[config.mk]
export PLATFORM = sky130hd
export DESIGN_NAME = wb_writeback_stage
export DESIGN_NICKNAME = d
export VERILOG_FILES = /design/src/rtl/wb_writeback_stage.sv
export SDC_FILE = /design/constraint.sdc
export NUM_CORES = 1
export LEC_CHECK = 0
export CELL_PAD_IN_SITES_DETAIL_PLACEMENT = 1
export CELL_PAD_IN_SITES_GLOBAL_PLACEMENT = 1
export CORE_AREA = 2 2 159 161
export DETAILED_ROUTE_END_ITERATION = 7
export DIE_AREA = 0 0 161 163
export PLACE_DENSITY_LB_ADDON = 0.1
export RECOVER_POWER = 50
export SYNTH_ARGS = -nofsm -noshare
export SYNTH_HDL_FRONTEND = slang
export SYNTH_SLANG_ARGS = --single-unit
[constraint.sdc]
create_clock -name clk -period 4.3 [get_ports clk]
set_input_delay 0.645 -clock clk [delete_from_list [all_inputs] [get_ports clk]]
set_output_delay 0.645 -clock clk [all_outputs]
set_load 0.03 [all_outputs]
[src/rtl/wb_writeback_stage.sv]
// wb_writeback_stage: writeback stage that forms the final write value, buffers it in a
// small FIFO feeding the register file write port, and tracks pending writes for ID.
`default_nettype none

module wb_writeback_stage #(
  parameter int DEPTH = 2,
  parameter int XLEN  = 32
) (
  input  logic            clk,
  input  logic            rst,
  input  logic            mem_valid,
  output logic            mem_ready,
  input  logic            mem_regwrite,
  input  logic [4:0]      mem_rd,
  input  logic [1:0]      mem_wbsel,
  input  logic [2:0]      mem_funct3,
  input  logic [1:0]      mem_addr_lo,
  input  logic [XLEN-1:0] mem_alu_result,
  input  logic [XLEN-1:0] mem_load_data,
  input  logic [XLEN-1:0] mem_pc4,
  input  logic            rf_ready,
  output logic [4:0]      waddr,
  output logic [XLEN-1:0] wdata,
  output logic            wen,
  input  logic            id_issue,
  input  logic [4:0]      id_rd,
  input  logic            id_regwrite,
  output logic [31:0]     busy
);

  localparam int PW = (DEPTH > 1) ? $clog2(DEPTH) : 1;
  localparam int CW = PW + 1;
  localparam logic [CW-1:0] FULL_C  = CW'(DEPTH);
  localparam logic [CW-1:0] CNT_ONE = CW'(1);
  localparam logic [PW-1:0] PTR_ONE = PW'(1);

  logic [4:0]      addr_q [DEPTH];
  logic [4:0]      addr_d [DEPTH];
  logic [XLEN-1:0] data_q [DEPTH];
  logic [XLEN-1:0] data_d [DEPTH];
  logic [PW-1:0]   wr_ptr_q, wr_ptr_d, rd_ptr_q, rd_ptr_d;
  logic [CW-1:0]   count_q, count_d;
  logic [4:0]      waddr_q, waddr_d;
  logic [XLEN-1:0] wdata_q, wdata_d;
  logic            wen_q, wen_d;
  logic [31:0]     busy_q, busy_d;

  logic [7:0]      ld_byte;
  logic [15:0]     ld_half;
  logic [XLEN-1:0] ld_ext;
  logic [XLEN-1:0] wb_data;
  logic            full, pop, accept, push;

  always_comb begin
    ld_byte = mem_load_data[7:0];
    case (mem_addr_lo)
      2'd1:    ld_byte = mem_load_data[15:8];
      2'd2:    ld_byte = mem_load_data[23:16];
      2'd3:    ld_byte = mem_load_data[31:24];
      default: ld_byte = mem_load_data[7:0];
    endcase
    ld_half = mem_addr_lo[1] ? mem_load_data[31:16] : mem_load_data[15:0];
    case (mem_funct3)
      3'b000:  ld_ext = {{(XLEN-8){ld_byte[7]}}, ld_byte};
      3'b100:  ld_ext = {{(XLEN-8){1'b0}}, ld_byte};
      3'b001:  ld_ext = {{(XLEN-16){ld_half[15]}}, ld_half};
      3'b101:  ld_ext = {{(XLEN-16){1'b0}}, ld_half};
      default: ld_ext = mem_load_data;
    endcase
    case (mem_wbsel)
      2'b01:   wb_data = ld_ext;
      2'b10:   wb_data = mem_pc4;
      default: wb_data = mem_alu_result;
    endcase
  end

  // A full FIFO can still accept when its head is leaving this same cycle.
  assign full      = (count_q == FULL_C);
  assign pop       = wen_q && rf_ready;
  assign mem_ready = !full || pop;
  assign accept    = mem_valid && mem_ready;
  assign push      = accept && mem_regwrite && (mem_rd != 5'd0);

  always_comb begin
    addr_d   = addr_q;
    data_d   = data_q;
    wr_ptr_d = wr_ptr_q;
    rd_ptr_d = rd_ptr_q;
    count_d  = count_q;
    waddr_d  = waddr_q;
    wdata_d  = wdata_q;
    busy_d   = busy_q;

    if (push) begin
      addr_d[wr_ptr_q] = mem_rd;
      data_d[wr_ptr_q] = wb_data;
      wr_ptr_d         = wr_ptr_q + PTR_ONE;
    end
    if (pop) begin
      rd_ptr_d = rd_ptr_q + PTR_ONE;
    end
    case ({push, pop})
      2'b10:   count_d = count_q + CNT_ONE;
      2'b01:   count_d = count_q - CNT_ONE;
      default: count_d = count_q;
    endcase

    // Output registers preload the next head so waddr/wdata come straight from flops
    // and hold their last value once the FIFO drains.
    wen_d = (count_d != '0);
    if (wen_d) begin
      waddr_d = addr_d[rd_ptr_d];
      wdata_d = data_d[rd_ptr_d];
    end

    if (pop) begin
      busy_d[waddr_q] = 1'b0;
    end
    if (id_issue && id_regwrite && (id_rd != 5'd0)) begin
      busy_d[id_rd] = 1'b1;
    end
    busy_d[0] = 1'b0;
  end

  always_ff @(posedge clk or posedge rst) begin
    if (rst) begin
      for (int i = 0; i < DEPTH; i++) begin
        addr_q[i] <= '0;
        data_q[i] <= '0;
      end
      wr_ptr_q <= '0;
      rd_ptr_q <= '0;
      count_q  <= '0;
      waddr_q  <= '0;
      wdata_q  <= '0;
      wen_q    <= 1'b0;
      busy_q   <= '0;
    end else begin
      addr_q   <= addr_d;
      data_q   <= data_d;
      wr_ptr_q <= wr_ptr_d;
      rd_ptr_q <= rd_ptr_d;
      count_q  <= count_d;
      waddr_q  <= waddr_d;
      wdata_q  <= wdata_d;
      wen_q    <= wen_d;
      busy_q   <= busy_d;
    end
  end

  assign waddr = waddr_q;
  assign wdata = wdata_q;
  assign wen   = wen_q;
  assign busy  = busy_q;

endmodule

`default_nettype wire

==> metrics.txt, run 1 <==
# TYPE chip_impl_metric gauge
chip_impl_metric{name="cts_hold_repair.buffers",unit=""} 0
chip_impl_metric{name="synth-simple-area-share",unit="%"} 18.3
chip_impl_metric{name="period_share",unit="%"} 81.2
chip_impl_info{name="worst_hold_path_class",value="reg -> reg"} 1
chip_impl_info{name="status",value="finished with violations"} 1
chip_impl_metric{name="clk_pwr_share",unit="%"} 20.2
chip_impl_metric{name="cts-root-to-sink-buffers",unit=""} 2
chip_impl_metric{name="grt_start_max_net_pins",unit=""} 148
chip_impl_metric{name="clock_sinks",unit=""} 147
chip_impl_metric{name="critical_path_arrival",unit="ns"} 3.77
chip_impl_metric{name="via_per_inst",unit=""} 5.15
chip_impl_metric{name="drt_pass1_iterations",unit=""} 4
chip_impl_metric{name="ys_ff_latch",unit=""} 147
chip_impl_metric{name="cellPowerDensity",unit="nW/µm²"} 699
chip_impl_metric{name="leakage",unit="µW"} 0.00455
chip_impl_metric{name="cts_post_setup_buffers_inserted",unit=""} 0
chip_impl_metric{name="pre_cts_slack",unit="ns"} 0.716
chip_impl_metric{name="synth-edff-count",unit=""} 0
chip_impl_metric{name="synth_sequential_area_ratio",unit="%"} 46.3
chip_impl_metric{name="postSynthNetCount",unit=""} 1026
chip_impl_metric{name="gpl.final_weighted_congestion",unit=""} 0.811
chip_impl_metric{name="hold_path_cells",unit=""} 2
chip_impl_metric{name="maxSlewViolCount",unit=""} 178
chip_impl_metric{name="power.total",unit="µW"} 7500
chip_impl_info{name="worstSetupPathType",value="in -> reg"} 1
chip_impl_metric{name="final_period_minus_worst_setup_slack",unit="ns"} 3.49
chip_impl_metric{name="switching_share",unit="%"} 41.8
chip_impl_metric{name="finalWirelength",unit="µm"} 27200
chip_impl_metric{name="grt_first_pass_wirelength",unit="µm"} 44000
chip_impl_metric{name="overflow",unit=""} 0
chip_impl_metric{name="detail_route.wl_per_cell",unit="µm"} 19.4
chip_impl_metric{name="cts_inserted_buffers",unit=""} 17
chip_impl_metric{name="grt_antenna_before_repair",unit=""} 0
chip_impl_info{name="cts_root_buffer",value="sky130_fd_sc_hd__clkbuf_16"} 1
chip_impl_metric{name="post_synth_inst_count",unit=""} 903
chip_impl_metric{name="ctsResizeCount",unit=""} 0
chip_impl_metric{name="finalSetupViolations",unit=""} 0
chip_impl_info{name="grt_setup_unrepaired",value="false"} 1
chip_impl_info{name="failed_checks",value="max-capacitance violations, max-slew violations"} 1
chip_impl_metric{name="die_h",unit="µm"} 163
chip_impl_metric{name="detailed_place.area",unit="µm²"} 10100
chip_impl_metric{name="routed-via-count",unit=""} 7233
chip_impl_metric{name="num-nets-final",unit=""} 1184
chip_impl_metric{name="syn-mean-instance-area",unit="µm²"} 8.80
chip_impl_metric{name="yosysWarningCount",unit=""} 0
chip_impl_metric{name="proportion_of_power_drawn_by_combinational_gates",unit="%"} 46.8
chip_impl_metric{name="worst_slew_margin_rel",unit="%"} -40.1
chip_impl_metric{name="fillerInstances",unit=""} 2846
chip_impl_metric{name="synth.mux.area_fraction",unit="%"} 8.21
chip_impl_metric{name="worst_skew_pair.late_latency",unit="ns"} 0.43
chip_impl_metric{name="syn_area",unit="µm²"} 7940
chip_impl_metric{name="total_placed_cells_including_tap_cells",unit=""} 1372
chip_impl_metric{name="max_freq",unit="MHz"} 286
chip_impl_info{name="timing.critical_path.from_type",value="primary input"} 1
chip_impl_info{name="tritoncts",value="built"} 1
chip_impl_metric{name="core-area",unit="µm²"} 24700
chip_impl_metric{name="io-pin-count",unit=""} 191
chip_impl_metric{name="power_report.internal_total",unit="µW"} 4360
chip_impl_metric{name="r2r.worst_path.cells",unit=""} 7
chip_impl_info{name="dominant_combinational_cell_family_by_area_after_synthesis",value="compound AO/OA/AOI/OAI gates"} 1
chip_impl_metric{name="layout_cell_share_with_drive_strength_beyond_1",unit="%"} 8.94
chip_impl_metric{name="start_util",unit="%"} 32.2
chip_impl_metric{name="synthXorXnorAreaFrac",unit="%"} 0.331
chip_impl_metric{name="finalSetupTns",unit="ns"} 0
chip_impl_metric{name="share_of_flip_flops_with_an_asynchronous_set_or_reset",unit="%"} 100
chip_impl_metric{name="area.growth.synth_to_final",unit="%"} 35.0
chip_impl_metric{name="fp.dieArea",unit="µm²"} 26200
chip_impl_metric{name="layout.area.seq",unit="µm²"} 3680
chip_impl_metric{name="clkSlewWorstSetupHoldPaths",unit="ns"} 0.07
chip_impl_metric{name="h_tree_levels",unit=""} 4
chip_impl_metric{name="design_area",unit="µm²"} 10700
chip_impl_metric{name="remaining_design_rule_violation_count",unit=""} 0
chip_impl_metric{name="required",unit="ns"} 4.58
chip_impl_metric{name="power.sequential.fraction",unit="%"} 33.0
chip_impl_metric{name="antenna_violating_nets_post_route",unit=""} 0
chip_impl_metric{name="port-buffer-count",unit=""} 189
chip_impl_metric{name="worstMarginPinSlew",unit="ns"} 2.10
chip_impl_metric{name="synth-compound-area-share",unit="%"} 21.4
chip_impl_metric{name="vdd_ir_drop_max",unit="mV"} 0.273
chip_impl_metric{name="antenna_cells_inserted",unit=""} 0
chip_impl_metric{name="drv_cap",unit=""} 2
chip_impl_metric{name="post-dp-hpwl",unit="µm"} 19800
chip_impl_metric{name="die_w",unit="µm"} 161
chip_impl_metric{name="multi_input_comb_area",unit="µm²"} 3900
chip_impl_metric{name="p_switching",unit="µW"} 3140
chip_impl_metric{name="post_layout_nonfiller_instances",unit=""} 1404
chip_impl_info{name="synth_top_flop_cell",value="sky130_fd_sc_hd__dfrtp_1"} 1
chip_impl_metric{name="synth_cell_type_count",unit=""} 55
chip_impl_metric{name="final.setup.worst_slack",unit="ns"} 0.809
chip_impl_metric{name="drt_iter0_drc",unit=""} 398
chip_impl_metric{name="timing_hold_violations_final",unit=""} 0
chip_impl_metric{name="fin_worst_skew",unit="ns"} 0.0133
chip_impl_metric{name="first_global_vias",unit=""} 7724
chip_impl_metric{name="worst-path-max-fanout",unit=""} 29
chip_impl_metric{name="std_cell_rows",unit=""} 58
chip_impl_info{name="worst_setup_path_end_kind",value="register"} 1
chip_impl_metric{name="yosys.area_share.adder",unit="%"} 0.473
chip_impl_metric{name="grt_use_total",unit="%"} 21.5
stage by stage:
step	hold WS [ns]	utilization, %
floorplan	0.439	-
global placement	0.453	41.1
detailed placement	0.462	41.1
CTS	0.478	43.5
global route	0.495	43.5
finish	0.473	43.5
metal layers:
layer  vias to the layer above  part of all wire (%)  track usage, %
li1                       3477                     -               -
met1                      3557                    45            29.1
met2                       175                    49            36.0
met3                        24                   4.3            3.46
met4                         0                   1.6            5.52
met5                         -                     0               0
synth_stat cells (16+ instances only):
library cell / n / area (µm²)
sky130_fd_sc_hd__a21o_1: 16 / 120
sky130_fd_sc_hd__a21oi_1: 53 / 265
sky130_fd_sc_hd__a31oi_1: 24 / 150
sky130_fd_sc_hd__clkbuf_1: 39 / 146
sky130_fd_sc_hd__dfrtp_1: 147 / 3680
sky130_fd_sc_hd__inv_1: 30 / 113
sky130_fd_sc_hd__mux2_2: 27 / 304
sky130_fd_sc_hd__mux2i_1: 28 / 280
sky130_fd_sc_hd__nand2_1: 217 / 815
sky130_fd_sc_hd__nand2b_1: 19 / 119
sky130_fd_sc_hd__nor2_1: 52 / 195
sky130_fd_sc_hd__o21ai_0: 75 / 375
flip-flops by register name, indices dropped and copies added (netlist names):
register	cells
data_q	64
wdata	32
busy	31
addr_q	10
waddr	5
count_q	2
rd_ptr_q	1
wen	1
wr_ptr_q	1
final timing paths:
check                              to       start  slack, ns
min                        data_q[54]  data_q[54]       0.47
min in group asynchronous  data_q[57]         rst       1.44
max reg2reg                  waddr[0]         wen       1.17
max                          waddr[0]    rf_ready       0.81
max in group asynchronous  data_q[14]         rst       1.50
min reg2reg                data_q[54]  data_q[54]       0.47
layout by cell type, fill, tap and decap left out, drive strengths merged, types with 23 or more instances in the layout:
master / n
dfrtp: 147
a221oi: 23
a21oi: 53
o21ai: 90
inv: 38
clkdlybuf4s50: 187
a31oi: 24
nor2: 52
mux2i: 29
mux2: 27
nand2: 217
power by group through the flow:
| stage | logic (µW) | clock network (µW) | registers, µW |
|---|---|---|---|
| after floorplan | 1740 | 0 | 2940 |
| after global placement | 3480 | 0 | 2490 |
| after detailed placement | 3550 | 0 | 2500 |
| after CTS | 3560 | 1550 | 2480 |
| after global routing | 3890 | 1610 | 2560 |
| final | 3510 | 1520 | 2470 |
critical path, cell delays in order:
cell                            delay, ns
sky130_fd_sc_hd__dlygate4sd3_1       0.55
sky130_fd_sc_hd__nand2_1             0.26
sky130_fd_sc_hd__nand2_1             0.17
sky130_fd_sc_hd__nand3_1             0.16
sky130_fd_sc_hd__clkbuf_1            1.28
sky130_fd_sc_hd__mux2_2              0.45
sky130_fd_sc_hd__mux2i_1             0.15
sky130_fd_sc_hd__o21ai_0             0.10
area by class of cell:
cell class	count	share of cell area [%]
clock buffers	18	4.09
clock inverters	14	1.52
multi-input cells	661	36.4
inverters	32	1.15
well taps	330	3.85
flip-flops and latches	147	34.3
repair buffers	202	18.7
logic make-up (layout without fill, tap and decap cells):
logic type	after synthesis	in the layout
adders and majority gates	3	3
AOI/OAI and AO/OA	255	255
DFF	147	147
muxes	58	58
other	1	1
xor gates and xnor gates	3	3
buffers and inverters	95	266
and+or+nand+nor	341	341
Power figures use the tool's default switching activity.
==> run 2, diff against run 1 <==
clock period = 3.2 ns   (was 4.3 ns; I/O delays follow)
==> run 2 against run 1 <==
  * The run now ends clean
  * Sequential cell count did not move
  * Non-clock buffer count rose by 30
  * Final area rose by 1.9%
  * Clock-buffer cell count did not move
  * Die area did not move
  * Critical path depth rose by 5
  * Critical endpoint is now wdata[11]
==> metrics.txt, run 2 (same netlist as run 1, synthesis figures left out) <==
# TYPE chip_impl_metric gauge
chip_impl_metric{name="cts_inserted_buffers",unit=""} 17
chip_impl_metric{name="period_share",unit="%"} 86.8
chip_impl_metric{name="grt_antenna_before_repair",unit=""} 0
chip_impl_metric{name="layout_cell_share_with_drive_strength_beyond_1",unit="%"} 11.4
chip_impl_metric{name="overflow",unit=""} 0
chip_impl_metric{name="clock_sinks",unit=""} 147
chip_impl_metric{name="drt_pass1_iterations",unit=""} 4
chip_impl_metric{name="cts_post_setup_buffers_inserted",unit=""} 0
chip_impl_metric{name="die_h",unit="µm"} 163
chip_impl_metric{name="die_w",unit="µm"} 161
chip_impl_metric{name="finalSetupViolations",unit=""} 0
chip_impl_metric{name="grt_first_pass_wirelength",unit="µm"} 44100
chip_impl_metric{name="worstPathBufferInverterCount",unit=""} 5
chip_impl_metric{name="proportion_of_power_drawn_by_combinational_gates",unit="%"} 48.1
chip_impl_metric{name="cellPowerDensity",unit="nW/µm²"} 924
chip_impl_metric{name="gpl.final_weighted_congestion",unit=""} 0.800
chip_impl_metric{name="first_global_vias",unit=""} 7736
chip_impl_metric{name="fillerInstances",unit=""} 2881
chip_impl_info{name="layout.cells.most_common_list",value="sky130_fd_sc_hd__nand2_1 (217), sky130_fd_sc_hd__clkdlybuf4s50_1 (187), sky130_fd_sc_hd__dfrtp_1 (147)"} 1
chip_impl_metric{name="post_layout_nonfiller_instances",unit=""} 1434
chip_impl_info{name="worst_hold_path_class",value="reg -> reg"} 1
chip_impl_metric{name="leakage",unit="µW"} 0.00469
chip_impl_metric{name="grt_start_max_net_pins",unit=""} 51
chip_impl_metric{name="critical_path_arrival",unit="ns"} 3.12
chip_impl_metric{name="max_freq",unit="MHz"} 360
chip_impl_metric{name="power.sequential.fraction",unit="%"} 32.7
chip_impl_info{name="cts_root_buffer",value="sky130_fd_sc_hd__clkbuf_16"} 1
chip_impl_metric{name="drt_iter0_drc",unit=""} 342
chip_impl_metric{name="cts_hold_repair.buffers",unit=""} 0
chip_impl_metric{name="clk_pwr_share",unit="%"} 19.1
chip_impl_metric{name="port-buffer-count",unit=""} 189
chip_impl_metric{name="io-pin-count",unit=""} 191
chip_impl_metric{name="final.hold.worst_slack",unit="ns"} 0.469
chip_impl_metric{name="finalWirelength",unit="µm"} 28000
chip_impl_info{name="grt_setup_unrepaired",value="false"} 1
chip_impl_metric{name="antenna_violating_nets_post_route",unit=""} 0
chip_impl_metric{name="ctsResizeCount",unit=""} 0
chip_impl_metric{name="core-area",unit="µm²"} 24700
chip_impl_info{name="worstSetupPathType",value="in -> reg"} 1
chip_impl_metric{name="worst_slew_margin_rel",unit="%"} 6.66
chip_impl_info{name="cp_slowest_cell",value="sky130_fd_sc_hd__dlygate4sd3_1"} 1
chip_impl_metric{name="remaining_design_rule_violation_count",unit=""} 0
chip_impl_info{name="tritoncts",value="built"} 1
chip_impl_metric{name="h_tree_levels",unit=""} 4
chip_impl_info{name="status",value="finished clean"} 1
chip_impl_metric{name="timing.critical_path.slowest_cell_delay",unit="ns"} 0.53
chip_impl_metric{name="clkSlewWorstSetupHoldPaths",unit="ns"} 0.07
chip_impl_info{name="cpLargestDelayFamily",value="buffers and inverters"} 1
chip_impl_metric{name="antenna_cells_inserted",unit=""} 0
chip_impl_metric{name="grt_use_total",unit="%"} 21.8
chip_impl_info{name="worst_setup_path_end_kind",value="register"} 1
chip_impl_metric{name="num-nets-final",unit=""} 1214
chip_impl_metric{name="vdd_ir_drop_max",unit="mV"} 0.382
chip_impl_metric{name="fin_worst_skew",unit="ns"} 0.00892
chip_impl_metric{name="fp.dieArea",unit="µm²"} 26200
chip_impl_metric{name="via_per_inst",unit=""} 5.16
chip_impl_metric{name="p_switching",unit="µW"} 4240
chip_impl_metric{name="final_period_minus_worst_setup_slack",unit="ns"} 2.78
chip_impl_metric{name="total_placed_cells_including_tap_cells",unit=""} 1402
chip_impl_metric{name="finalSetupTns",unit="ns"} 0
chip_impl_metric{name="required",unit="ns"} 3.54
chip_impl_metric{name="area.growth.synth_to_final",unit="%"} 37.5
chip_impl_metric{name="switching_share",unit="%"} 42.0
chip_impl_metric{name="maxSlewViolCount",unit=""} 0
chip_impl_metric{name="cts-root-to-sink-buffers",unit=""} 2
chip_impl_metric{name="start_util",unit="%"} 32.2
chip_impl_metric{name="power.total",unit="µW"} 10100
chip_impl_metric{name="timing_hold_violations_final",unit=""} 0
chip_impl_info{name="layout.cells.most_common",value="sky130_fd_sc_hd__nand2_1"} 1
chip_impl_metric{name="worst_skew_pair.late_latency",unit="ns"} 0.43
chip_impl_info{name="timing.critical_path.from_type",value="primary input"} 1
chip_impl_metric{name="largest_register_ffs",unit=""} 64
chip_impl_metric{name="detail_route.wl_per_cell",unit="µm"} 19.5
chip_impl_info{name="cp_cell_sequence",value="dlygate4sd3_1 > nand2_1 > clkbuf_1 > inv_1 > ha_1 > nor2b_1 > a21oi_1 > nor2_1 > a31o_2 > inv_1 > buf_12 > nor2_1 > a31oi_1"} 1
chip_impl_metric{name="post-dp-hpwl",unit="µm"} 20500
chip_impl_metric{name="routed-via-count",unit=""} 7395
chip_impl_metric{name="worst-path-max-fanout",unit=""} 17
chip_impl_metric{name="worstMarginPinSlew",unit="ns"} 1.40
chip_impl_metric{name="design_area",unit="µm²"} 10900
chip_impl_metric{name="power_report.internal_total",unit="µW"} 5850
chip_impl_metric{name="drv_cap",unit=""} 0
chip_impl_metric{name="detailed_place.area",unit="µm²"} 10400
chip_impl_metric{name="std_cell_rows",unit=""} 58
chip_impl_info{name="top_register",value="data_q"} 1
-- run 2: metrics by stage --
| stage | worst slack, ns | util [%] |
|---|---|---|
| 4_1_cts | 0.602 | 44.5 |
| 3_5_place_dp | 0.154 | 42.2 |
| 3_3_place_gp | 0.241 | 42.2 |
| 6_report | 0.424 | 44.3 |
| 5_1_grt | 0.158 | 44.3 |
| 2_1_floorplan | 0.342 | - |
-- run 2: layer usage --
| metal | wire length, µm | part of all wire (%) | vias up | GRT usage, % |
|---|---|---|---|---|
| met5 | 0 | 0 | - | 0 |
| met4 | 282 | 1.0 | 0 | 4.38 |
| met3 | 1140 | 4.1 | 20 | 3.97 |
| met2 | 13600 | 49 | 170 | 37.4 |
| met1 | 12900 | 46 | 3657 | 28.8 |
| li1 | - | - | 3548 | - |
-- run 2: worst reg2reg max path: stages (launching register included) --
cell                       delay (ns)
sky130_fd_sc_hd__dfrtp_1         0.42
sky130_fd_sc_hd__nand2_1         0.15
sky130_fd_sc_hd__clkbuf_1        0.38
sky130_fd_sc_hd__inv_1           0.14
sky130_fd_sc_hd__ha_1            0.33
sky130_fd_sc_hd__nor2b_1         0.16
sky130_fd_sc_hd__a21oi_1         0.12
sky130_fd_sc_hd__nor2_1          0.05
sky130_fd_sc_hd__a31o_2          0.26
sky130_fd_sc_hd__inv_1           0.18
sky130_fd_sc_hd__buf_12          0.18
sky130_fd_sc_hd__nor2_1          0.05
sky130_fd_sc_hd__a31oi_1         0.14
-- run 2: path summary, 6_finish.rpt --
path,start,end,slack [ns],cells past startpoint
max,rf_ready,wdata[11],0.42,13
min,data_q[59],data_q[59],0.47,2
max reg2reg,wen,wdata[11],0.56,12
min reg2reg,data_q[59],data_q[59],0.47,2
max in group asynchronous,rst,data_q[6],0.64,3
min in group asynchronous,rst,data_q[23],0.72,2
-- run 2: final cells by class --
cell class / instances / area (µm²) / area share (%)
Multi-Input combinational cell: 661 / 3900 / 35.7
Sequential cell: 147 / 3680 / 33.7
Timing Repair Buffer: 232 / 2250 / 20.6
Clock buffer: 18 / 439 / 4.02
Tap cell: 330 / 413 / 3.78
Clock inverter: 14 / 121 / 1.11
Inverter: 32 / 121 / 1.11
-- run 2: power by group through the flow --
stage | Sequential [µW] | Combinational (µW) | Clock (µW)
CTS | 3320 | 4950 | 1980
floorplan | 3950 | 2330 | 0
detailed placement | 3340 | 4930 | 0
global placement | 3330 | 4830 | 0
global route | 3420 | 5350 | 2050
finish | 3310 | 4860 | 1930
==> run 3, diff against run 2 <==
==> constraint.sdc (replaced) <==
create_clock -name clk -period 3.2 [get_ports clk]
set_input_delay 0.32 -clock clk [delete_from_list [all_inputs] [get_ports clk]]
set_output_delay 0.32 -clock clk [all_outputs]
set_load 0.03 [all_outputs]
==> run 3 against run 2 <==
  * The flow now finishes with violations (max-capacitance violations, max-slew violations)
  * Power rose by 1.3%
  * Sequential cell count did not move
  * Clock skew rose by 0.0044 ns
  * Clock-buffer cell count fell by 1
  * Combinational power barely moved
  * Worst hold slack got worse by 0.10 ns
  * Non-clock buffer count fell by 9
==> metrics.txt, run 3 (same netlist as run 1, synthesis figures left out) <==
# TYPE chip_impl_metric gauge
chip_impl_metric{name="fillerInstances",unit=""} 2861
chip_impl_info{name="r2r-start",value="wen"} 1
chip_impl_info{name="grt_setup_unrepaired",value="false"} 1
chip_impl_metric{name="final.hold.worst_slack",unit="ns"} 0.368
chip_impl_metric{name="clock_sinks",unit=""} 147
chip_impl_metric{name="largest_register_ffs",unit=""} 64
chip_impl_info{name="timing.critical_path.from_type",value="register"} 1
chip_impl_metric{name="timing_hold_violations_final",unit=""} 0
chip_impl_metric{name="clk_pwr_share",unit="%"} 20.6
chip_impl_metric{name="grt.met1_usage",unit="%"} 28.7
chip_impl_metric{name="first_global_vias",unit=""} 7676
chip_impl_metric{name="rrSetupSlack",unit="ns"} 0.56
chip_impl_metric{name="grt_first_pass_wirelength",unit="µm"} 43600
chip_impl_metric{name="overflow",unit=""} 0
chip_impl_metric{name="cts-root-to-sink-buffers",unit=""} 2
chip_impl_metric{name="required",unit="ns"} 3.54
chip_impl_metric{name="cellPowerDensity",unit="nW/µm²"} 937
chip_impl_metric{name="detailed_place.area",unit="µm²"} 10300
chip_impl_metric{name="drt_pass1_iterations",unit=""} 4
chip_impl_metric{name="power_report.internal_total",unit="µW"} 5980
chip_impl_info{name="cp_cell_sequence",value="nand2_1 > clkbuf_1 > inv_1 > ha_1 > nor2b_1 > a21oi_1 > nor2_1 > a31o_2 > inv_1 > buf_4 > nor2_1 > a31oi_1"} 1
chip_impl_metric{name="grt_antenna_before_repair",unit=""} 0
chip_impl_metric{name="cts_hold_repair.buffers",unit=""} 0
chip_impl_info{name="cts_root_buffer",value="sky130_fd_sc_hd__clkbuf_16"} 1
chip_impl_metric{name="clkSlewWorstSetupHoldPaths",unit="ns"} 0.07
chip_impl_metric{name="port-buffer-count",unit=""} 189
chip_impl_info{name="status",value="finished with violations"} 1
chip_impl_metric{name="final_period_minus_worst_setup_slack",unit="ns"} 2.64
chip_impl_metric{name="post_layout_nonfiller_instances",unit=""} 1425
chip_impl_info{name="top_register",value="data_q"} 1
chip_impl_metric{name="leakage",unit="µW"} 0.00466
chip_impl_metric{name="core-area",unit="µm²"} 24700
chip_impl_info{name="tritoncts",value="built"} 1
chip_impl_metric{name="cts_post_setup_buffers_inserted",unit=""} 0
chip_impl_metric{name="drt_iter0_drc",unit=""} 332
chip_impl_metric{name="worstPathBufferInverterCount",unit=""} 4
chip_impl_metric{name="io-pin-count",unit=""} 191
chip_impl_metric{name="finalWirelength",unit="µm"} 27600
chip_impl_metric{name="die_h",unit="µm"} 163
chip_impl_metric{name="worst-path-max-fanout",unit=""} 17
chip_impl_info{name="grt.busiest_layer",value="met2"} 1
chip_impl_metric{name="finalSetupViolations",unit=""} 0
chip_impl_metric{name="post-dp-hpwl",unit="µm"} 19900
chip_impl_metric{name="h_tree_levels",unit=""} 4
chip_impl_metric{name="p_switching",unit="µW"} 4250
chip_impl_info{name="cpLargestDelayFamily",value="buffers and inverters"} 1
chip_impl_metric{name="start_util",unit="%"} 32.2
chip_impl_info{name="failed_checks",value="max-capacitance violations, max-slew violations"} 1
chip_impl_metric{name="area.growth.synth_to_final",unit="%"} 37.4
chip_impl_metric{name="detail_route.wl_per_cell",unit="µm"} 19.3
chip_impl_metric{name="cts_inserted_buffers",unit=""} 17
chip_impl_info{name="worst_hold_path_class",value="in -> async"} 1
chip_impl_metric{name="fin_worst_skew",unit="ns"} 0.0133
chip_impl_metric{name="routed-via-count",unit=""} 7343
chip_impl_metric{name="fp.dieArea",unit="µm²"} 26200
chip_impl_metric{name="design_area",unit="µm²"} 10900
chip_impl_metric{name="remaining_design_rule_violation_count",unit=""} 0
chip_impl_metric{name="layout_cell_share_with_drive_strength_beyond_1",unit="%"} 10.9
chip_impl_metric{name="worst_skew_pair.late_latency",unit="ns"} 0.43
chip_impl_metric{name="finalSetupTns",unit="ns"} 0
chip_impl_metric{name="max_freq",unit="MHz"} 379
chip_impl_metric{name="groute.layer.met2.usage",unit="%"} 35.9
chip_impl_metric{name="proportion_of_power_drawn_by_combinational_gates",unit="%"} 47.2
chip_impl_info{name="cp_slowest_cell",value="sky130_fd_sc_hd__dfrtp_1"} 1
chip_impl_metric{name="power.sequential.fraction",unit="%"} 32.2
chip_impl_metric{name="worst_slew_margin_rel",unit="%"} -19.6
chip_impl_metric{name="grt_use_total",unit="%"} 21.4
chip_impl_info{name="layout.cells.most_common",value="sky130_fd_sc_hd__nand2_1"} 1
chip_impl_metric{name="gpl.final_weighted_congestion",unit=""} 0.803
chip_impl_metric{name="switching_share",unit="%"} 41.6
chip_impl_metric{name="worstMarginPinSlew",unit="ns"} 1.79
chip_impl_metric{name="ctsResizeCount",unit=""} 0
chip_impl_metric{name="num-nets-final",unit=""} 1205
chip_impl_info{name="worst_setup_path_end_kind",value="register"} 1
chip_impl_metric{name="finalCoreUtilization",unit="%"} 44.2
chip_impl_info{name="worstSetupPathType",value="reg -> reg"} 1
chip_impl_metric{name="period_share",unit="%"} 82.5
chip_impl_metric{name="grt_start_max_net_pins",unit=""} 70
chip_impl_metric{name="std_cell_rows",unit=""} 58
chip_impl_metric{name="total_placed_cells_including_tap_cells",unit=""} 1393
chip_impl_metric{name="via_per_inst",unit=""} 5.15
chip_impl_metric{name="critical_path_arrival",unit="ns"} 2.98
chip_impl_metric{name="drv_cap",unit=""} 2
chip_impl_metric{name="timing.critical_path.slowest_cell_delay",unit="ns"} 0.41
chip_impl_metric{name="vdd_ir_drop_max",unit="mV"} 0.434
chip_impl_metric{name="gr-usage-met3",unit="%"} 3.79
chip_impl_metric{name="antenna_cells_inserted",unit=""} 0
chip_impl_info{name="cp-startpoint",value="wen"} 1
chip_impl_metric{name="antenna_violating_nets_post_route",unit=""} 0
chip_impl_info{name="layout.cells.most_common_list",value="sky130_fd_sc_hd__nand2_1 (217), sky130_fd_sc_hd__clkdlybuf4s50_1 (188), sky130_fd_sc_hd__dfrtp_1 (147)"} 1
chip_impl_metric{name="maxSlewViolCount",unit=""} 138
chip_impl_metric{name="die_w",unit="µm"} 161
-- run 3: routing by layer --
metal / share of wire [%] / vias to the layer above
li1: - / 3519
met1: 47 / 3631
met4: 1.4 / 0
met3: 4.2 / 24
met5: 0 / -
met2: 48 / 169
-- run 3: worst paths after layout --
kind,cells past startpoint,end
min reg2reg,2,data_q[62]
min in group clk,2,data_q[62]
min,2,data_q[23]
max in group asynchronous,3,wdata[12]
max reg2reg,12,wdata[11]
max,12,wdata[11]
-- run 3: cell type report --
type	count	area [µm²]	share of cell area, %
multi-input cells	661	3900	35.7
flip-flops and latches	147	3680	33.7
repair buffers	223	2190	20.1
clock buffers	17	425	3.90
well taps	330	413	3.78
clock inverters	15	186	1.71
inverters	32	121	1.11
-- run 3: worst reg2reg max path, stage by stage, from the launching register on --
cell and delay [ns]:
sky130_fd_sc_hd__dfrtp_1 0.41, sky130_fd_sc_hd__nand2_1 0.11, sky130_fd_sc_hd__clkbuf_1 0.35, sky130_fd_sc_hd__inv_1 0.13, sky130_fd_sc_hd__ha_1 0.33, sky130_fd_sc_hd__nor2b_1 0.17, sky130_fd_sc_hd__a21oi_1 0.13, sky130_fd_sc_hd__nor2_1 0.05
sky130_fd_sc_hd__a31o_2 0.27, sky130_fd_sc_hd__inv_1 0.14, sky130_fd_sc_hd__buf_4 0.25, sky130_fd_sc_hd__nor2_1 0.07, sky130_fd_sc_hd__a31oi_1 0.15
-- run 3: power by group through the flow --
| stage | Clock, µW | Combinational, µW | Sequential (µW) |
|---|---|---|---|
| finish | 2110 | 4830 | 3300 |
| global route | 2230 | 5300 | 3410 |
| CTS | 2160 | 4900 | 3310 |
| detailed placement | 0 | 4870 | 3340 |
| global placement | 0 | 4780 | 3320 |
| floorplan | 0 | 2330 | 3950 |
-- run 3: per-stage QoR --
stage	setup slack, ns	power [µW]
6_report	0.560	10200
4_1_cts	0.631	10400
3_5_place_dp	0.274	8210
5_1_grt	0.305	10900
2_1_floorplan	0.342	6290
3_3_place_gp	0.421	8100
